`src/rtl/instr_sequencer.sv`:
```
// Multi-cycle instruction sequencer: FIFO-buffered 16-bit instructions walked through FETCH/DECODE/EXEC/WB.
// Optional single-step mode when SEQ_STEP_EN is defined (adds the step input).
module instr_sequencer #(
    parameter int unsigned FIFO_DEPTH = 4,
    parameter int unsigned CNT_W      = 16
) (
    input  logic                          clk,
    input  logic                          rst,
    input  logic [15:0]                   in_instr,
    input  logic                          in_valid,
    output logic                          in_ready,
    input  logic                          halt,
    input  logic                          flush,
`ifdef SEQ_STEP_EN
    input  logic                          step,
`endif
    output logic [3:0]                    opcode_out,
    output logic [3:0]                    rd_addr,
    output logic [3:0]                    rs1_addr,
    output logic [3:0]                    rs2_imm,
    output logic                          exec_en,
    output logic                          read_strobe,
    output logic                          wb_en,
    output logic                          done,
    output logic                          busy,
    output logic [$clog2(FIFO_DEPTH):0]   fifo_count,
    output logic [CNT_W-1:0]              retired_count
);

    localparam int unsigned PTR_W  = $clog2(FIFO_DEPTH);
    localparam int unsigned CNT_FW = PTR_W + 1;

    typedef enum logic [2:0] {IDLE, FETCH, DECODE, EXEC, WB} state_t;

    state_t              state, state_nx;
    logic [15:0]         mem [FIFO_DEPTH];
    logic [PTR_W-1:0]    wr_ptr, rd_ptr;
    logic [CNT_FW-1:0]   count_nx;
    logic                push, pop, do_flush, go_on, start, is_short;
    logic                exec_nx, read_nx, wb_nx, done_nx;

    // Next-state, FIFO control and strobe decode
    always_comb begin
        state_nx = state;
        exec_nx  = 1'b0;
        read_nx  = 1'b0;
        wb_nx    = 1'b0;
        done_nx  = 1'b0;

        do_flush = flush && (state == IDLE);
        push     = in_valid && in_ready && !do_flush;
        pop      = (state == FETCH) && (fifo_count != '0);
        go_on    = !halt && (fifo_count != '0);
`ifdef SEQ_STEP_EN
        start    = go_on && step;
`else
        start    = go_on;
`endif
        // NOP and READ retire straight out of EXEC
        is_short = (opcode_out == 4'h0) || (opcode_out == 4'h2);

        case (state)
            IDLE:   if (start) state_nx = FETCH;
            FETCH:  state_nx = DECODE;
            DECODE: begin
                state_nx = EXEC;
                exec_nx  = 1'b1;
                if (is_short) begin
                    done_nx = 1'b1;
                    read_nx = (opcode_out == 4'h2);
                end
            end
            EXEC: begin
                if (is_short) begin
                    state_nx = IDLE;
                end else begin
                    state_nx = WB;
                    wb_nx    = 1'b1;
                    done_nx  = 1'b1;
                end
            end
            WB: begin
`ifdef SEQ_STEP_EN
                state_nx = IDLE;
`else
                state_nx = go_on ? FETCH : IDLE;
`endif
            end
            default: state_nx = IDLE;
        endcase

        if (do_flush)
            count_nx = '0;
        else
            count_nx = fifo_count + CNT_FW'(push) - CNT_FW'(pop);
    end

    // Instruction storage (no reset needed; occupancy tracked by pointers)
    always_ff @(posedge clk) begin
        if (push)
            mem[wr_ptr] <= in_instr;
    end

    // State, pointers and registered outputs
    always_ff @(posedge clk or posedge rst) begin
        if (rst) begin
            state         <= IDLE;
            wr_ptr        <= '0;
            rd_ptr        <= '0;
            fifo_count    <= '0;
            in_ready      <= 1'b1;
            opcode_out    <= '0;
            rd_addr       <= '0;
            rs1_addr      <= '0;
            rs2_imm       <= '0;
            exec_en       <= 1'b0;
            read_strobe   <= 1'b0;
            wb_en         <= 1'b0;
            done          <= 1'b0;
            busy          <= 1'b0;
            retired_count <= '0;
        end else begin
            state <= state_nx;
            if (do_flush) begin
                wr_ptr <= '0;
                rd_ptr <= '0;
            end else begin
                if (push) wr_ptr <= wr_ptr + PTR_W'(1);
                if (pop)  rd_ptr <= rd_ptr + PTR_W'(1);
            end
            fifo_count <= count_nx;
            in_ready   <= (count_nx != CNT_FW'(FIFO_DEPTH));
            if (pop) begin
                opcode_out <= mem[rd_ptr][15:12];
                rd_addr    <= mem[rd_ptr][11:8];
                rs1_addr   <= mem[rd_ptr][7:4];
                rs2_imm    <= mem[rd_ptr][3:0];
            end
            exec_en     <= exec_nx;
            read_strobe <= read_nx;
            wb_en       <= wb_nx;
            done        <= done_nx;
            busy        <= (state_nx != IDLE);
            if (done_nx)
                retired_count <= retired_count + CNT_W'(1);
        end
    end

endmodule

```
`config.mk`:
```
export PLATFORM = sky130hd
export DESIGN_NAME = instr_sequencer
export DESIGN_NICKNAME = d
export VERILOG_FILES = /design/src/rtl/instr_sequencer.sv
export SDC_FILE = /design/constraint.sdc
export NUM_CORES = 1
export LEC_CHECK = 0
export CAP_MARGIN = 30
export CORE_AREA = 2 2 118 86
export DETAILED_ROUTE_END_ITERATION = 6
export DIE_AREA = 0 0 120 88
export PLACE_DENSITY_LB_ADDON = 0.25
export REMOVE_ABC_BUFFERS = 1
export SLEW_MARGIN = 20
export SYNTH_ARGS = -nofsm -noshare
export SYNTH_HDL_FRONTEND = slang
export SYNTH_SLANG_ARGS = --single-unit
```
`constraint.sdc`:
```
create_clock -name clk -period 2.5 [get_ports clk]
set_input_delay 0.25 -clock clk [delete_from_list [all_inputs] [get_ports clk]]
set_output_delay 0.25 -clock clk [all_outputs]
set_load 0.005 [all_outputs]
```
==> out/results.txt <==
Setup violations remaining at the end of the flow were counted as 0. The routed layout has 2359 vias. The largest area contributor in the synthesized netlist is sky130_fd_sc_hd__edfxtp_1. The flip-flop cell with the highest count after synthesis is sky130_fd_sc_hd__edfxtp_1. Summed over all cells, the static leakage comes to 2.13 nW.

0 antenna diodes ended up in the layout. Global routing used 15.9% of the available tracks across all layers. By startpoint and endpoint, the worst setup path is classified as reg -> reg. The first global-routing pass estimated 12600 um of wire.

In the final routed layout, each cell accounts on average for 16.4 um. Leaving out fill and tap cells, the most frequent cells in the layout are sky130_fd_sc_hd__edfxtp_1 (64), sky130_fd_sc_hd__clkdlybuf4s50_1 (61), sky130_fd_sc_hd__dfrtp_1 (47). Compared with the post-synthesis result, the final layout area differs by 25.8%. The tools report the total die area as 0.0106 mm2.

Entering global routing, the biggest net connects 29 pins. The worst setup path is captured at a flop. Clock transition time at the flip-flop clock pins of the worst setup and hold paths: 70 ps. The count of buffers added on input and output ports is 61. After legalization and detailed placement, the total HPWL measured 5010 um. Synthesis produced a netlist whose cell count is 255. For this configuration, the core starts out at a cell density of 47.6%. The netlist uses 40 different library cells.

The share of flip-flops with an asynchronous set or reset works out to 42.9%. The mapped netlist covers 0.00449 mm2. The fraction of post-synthesis cell area in the top cell type by area is 42.8%. The tools report the number of sinks driven by the clock tree as 112. For the number of pins with negative max-slew slack in the final report, the log shows 0.

The tools report the yosys synthesis warning count as 0. The critical path data arrival time was 2640 ps; the relative max-transition margin was 66.0%. H-tree depth: 3. The run gives 62 as the number of top-level pins. The via count of the first global-routing pass was 2425; the clock latency at the later pin of the worst-skew pair was 340 ps. The maximum ir drop on the vdd rail was 0.000538 V; the horizontal die dimension was 120 um. Minimum period implied by the final worst setup slack: 2380 ps. The final hold violation count is 0.

The library cell used most frequently in the layout, excluding fill and tap cells, is sky130_fd_sc_hd__edfxtp_1. The slew at the pin closest to its max-slew limit came out at 509 ps. The power density over cell area came out at 1090 mW/mm2. Cells fill 59.9% of the core in the end. The final wirelength is 7660 um. The run finished with clean final reports. After detailed routing, the number of remaining DRC violations is 0. The worst-case clock skew is 5.17 ps, and the average vias per placed instance is 5.04.

The setup check on the worst reg-to-reg path leaves a slack of 120 ps. The net count of the finished layout was 364. The fraction of the cycle the final worst path needs is 95.2%, and the number of enable-type register cells in the synthesized netlist is 64.

Of all nets on the critical path, the largest fanout is 3. The final non-filler cell area is 0.00564 mm2. After synthesis, the cell types taking the most area are sky130_fd_sc_hd__edfxtp_1 (43%), sky130_fd_sc_hd__dfrtp_1 (26%), sky130_fd_sc_hd__mux4_2 (8.0%). TritonCTS built the clock tree.

The number of clock buffers inserted by TritonCTS is 9. In this run the deepest clock path goes through 2 buffers. For the worst setup path, the data required time is 2760 ps. The tools report the register area share after synthesis as 69.7%. In this run the remaining antenna-violating nets after routing total 0. The tools report the number of detailed-route iterations in the first pass as 4.

The path class of the tightest hold or removal check is in -> async. Number of synthesized register bits: 112. The region available for standard cell placement spans 0.00942 mm2. The tools report the clock root buffer as sky130_fd_sc_hd__clkbuf_16. For this block, the initial DRC count from the detailed router was 204. Setup repair after global routing could not meet its margin everywhere. The initialized floorplan defines 30 standard-cell rows. The filler cells instantiated in the layout total 735. The number of max-cap violations was 0; the proportion of layout cells with a drive suffix above 1 was 23.8%.

Global routing finished with a remaining overflow of 0. The maximum frequency from static timing analysis is 0.420 GHz, and the post-synthesis average cell area is 17.6 um2. The number of buffers added to fix hold violations after cts is 0, and the post-placement cell area is 0.00531 mm2. Startpoint kind of the worst setup timing path: a flop. From bottom edge to top edge, the die measures 88 um. At the end of routability-driven placement, the weighted congestion stood at 0.773.

The number of antenna violations at the first check in global routing came out at 0.
==> sequential cells by signal (all words and copies together), names as in the netlist, 2 cells and up <==
name / flops
mem: 64
opcode_out: 4
wr_ptr: 2
rs1_addr: 4
rd_addr: 4
rs2_imm: 4
fifo_count: 3
retired_count: 16
state: 3
rd_ptr: 2
==> critical path, cell delays in order (launching register included) <==
cell                       delay (ps)
sky130_fd_sc_hd__dfrtp_1          400
sky130_fd_sc_hd__nor3_2           230
sky130_fd_sc_hd__nand3b_4         170
sky130_fd_sc_hd__inv_1             40
sky130_fd_sc_hd__ha_1             280
sky130_fd_sc_hd__inv_1             60
sky130_fd_sc_hd__ha_1             130
sky130_fd_sc_hd__inv_1             50
sky130_fd_sc_hd__fa_2             330
sky130_fd_sc_hd__xor2_1           160
sky130_fd_sc_hd__and2_1           150
sky130_fd_sc_hd__nor3_2           190
sky130_fd_sc_hd__nand3b_1         110
==> layer usage <==
layer  vias up  global-route usage [%]  part of all wire (%)
met4         0                    4.81                   1.1
li1       1108                       -                     -
met3         9                    4.88                   5.3
met2        57                    24.8                    47
met5         -                       0                     0
met1      1185                    21.7                    47
==> final timing paths <==
check	startpoint	to	depth (start not counted)
hold / removal	rst	busy	2
max in group asynchronous	rst	rd_addr[2]	3
hold reg to reg	retired_count[15]	retired_count[15]	1
setup reg to reg	fifo_count[0]	in_ready	12
setup / recovery	fifo_count[0]	in_ready	12
min in group clk	retired_count[15]	retired_count[15]	1
==> Yosys cell counts (all sizes together) (3+ instances only) <==
cell type	number
buf	9
nand2	3
dfrtp	47
nand4	8
and2	7
edfxtp	64
mux2	18
inv	7
xor2	4
ha	7
and3	6
nand3	10
mux4	16
xnor2	16
nor2	11
nor3	3
==> stage by stage <==
step | TNS (ps) | total power, mW | instances | hold slack (ps) | setup slack (ps)
floorplan | -210 | 3.86 | 245 | 349 | -145
global placement | -94.0 | 4.79 | 450 | 457 | -94.0
detailed placement | -282 | 4.84 | 450 | 484 | -202
CTS | 0 | 6.20 | 466 | 266 | 29.9
global route | -30.7 | 6.55 | 468 | 315 | -30.7
finish | 0 | 6.17 | 468 | 264 | 120
==> cell type report <==
class	count	area, um2	area share [%]
clock buffer	10	239	4.24
clock inverter	6	43.8	0.776
inverter	7	26.3	0.466
multi-input combinational	126	1290	22.9
sequential	112	3120	55.4
tap	128	160	2.84
timing repair buffer	79	758	13.4
==> cell families after synthesis <==
group / synth area share, %
adder cells (fa/ha/maj): 2.40
buffers and inverters: 2.29
AND/OR/NAND/NOR: 8.56
XOR/XNOR: 3.90
AO/OA/AOI/OAI: 0.558
flip-flops: 69.7
multiplexers: 12.6
==> timing repair <==
action                     CTS  global route
setup buffers                0             2
setup endpoints to repair    1             1
pin swaps                    0             6
hold endpoints to repair     0             0
resized for setup            1             5
==> report_power, final <==
part / internal [mW] / switching [mW]
sequential: 2.44 / 0.252
combinational: 1.23 / 0.923
clock: 0.706 / 0.620
total: 4.37 / 1.79
No activity file was read; power rests on OpenSTA's default activity.
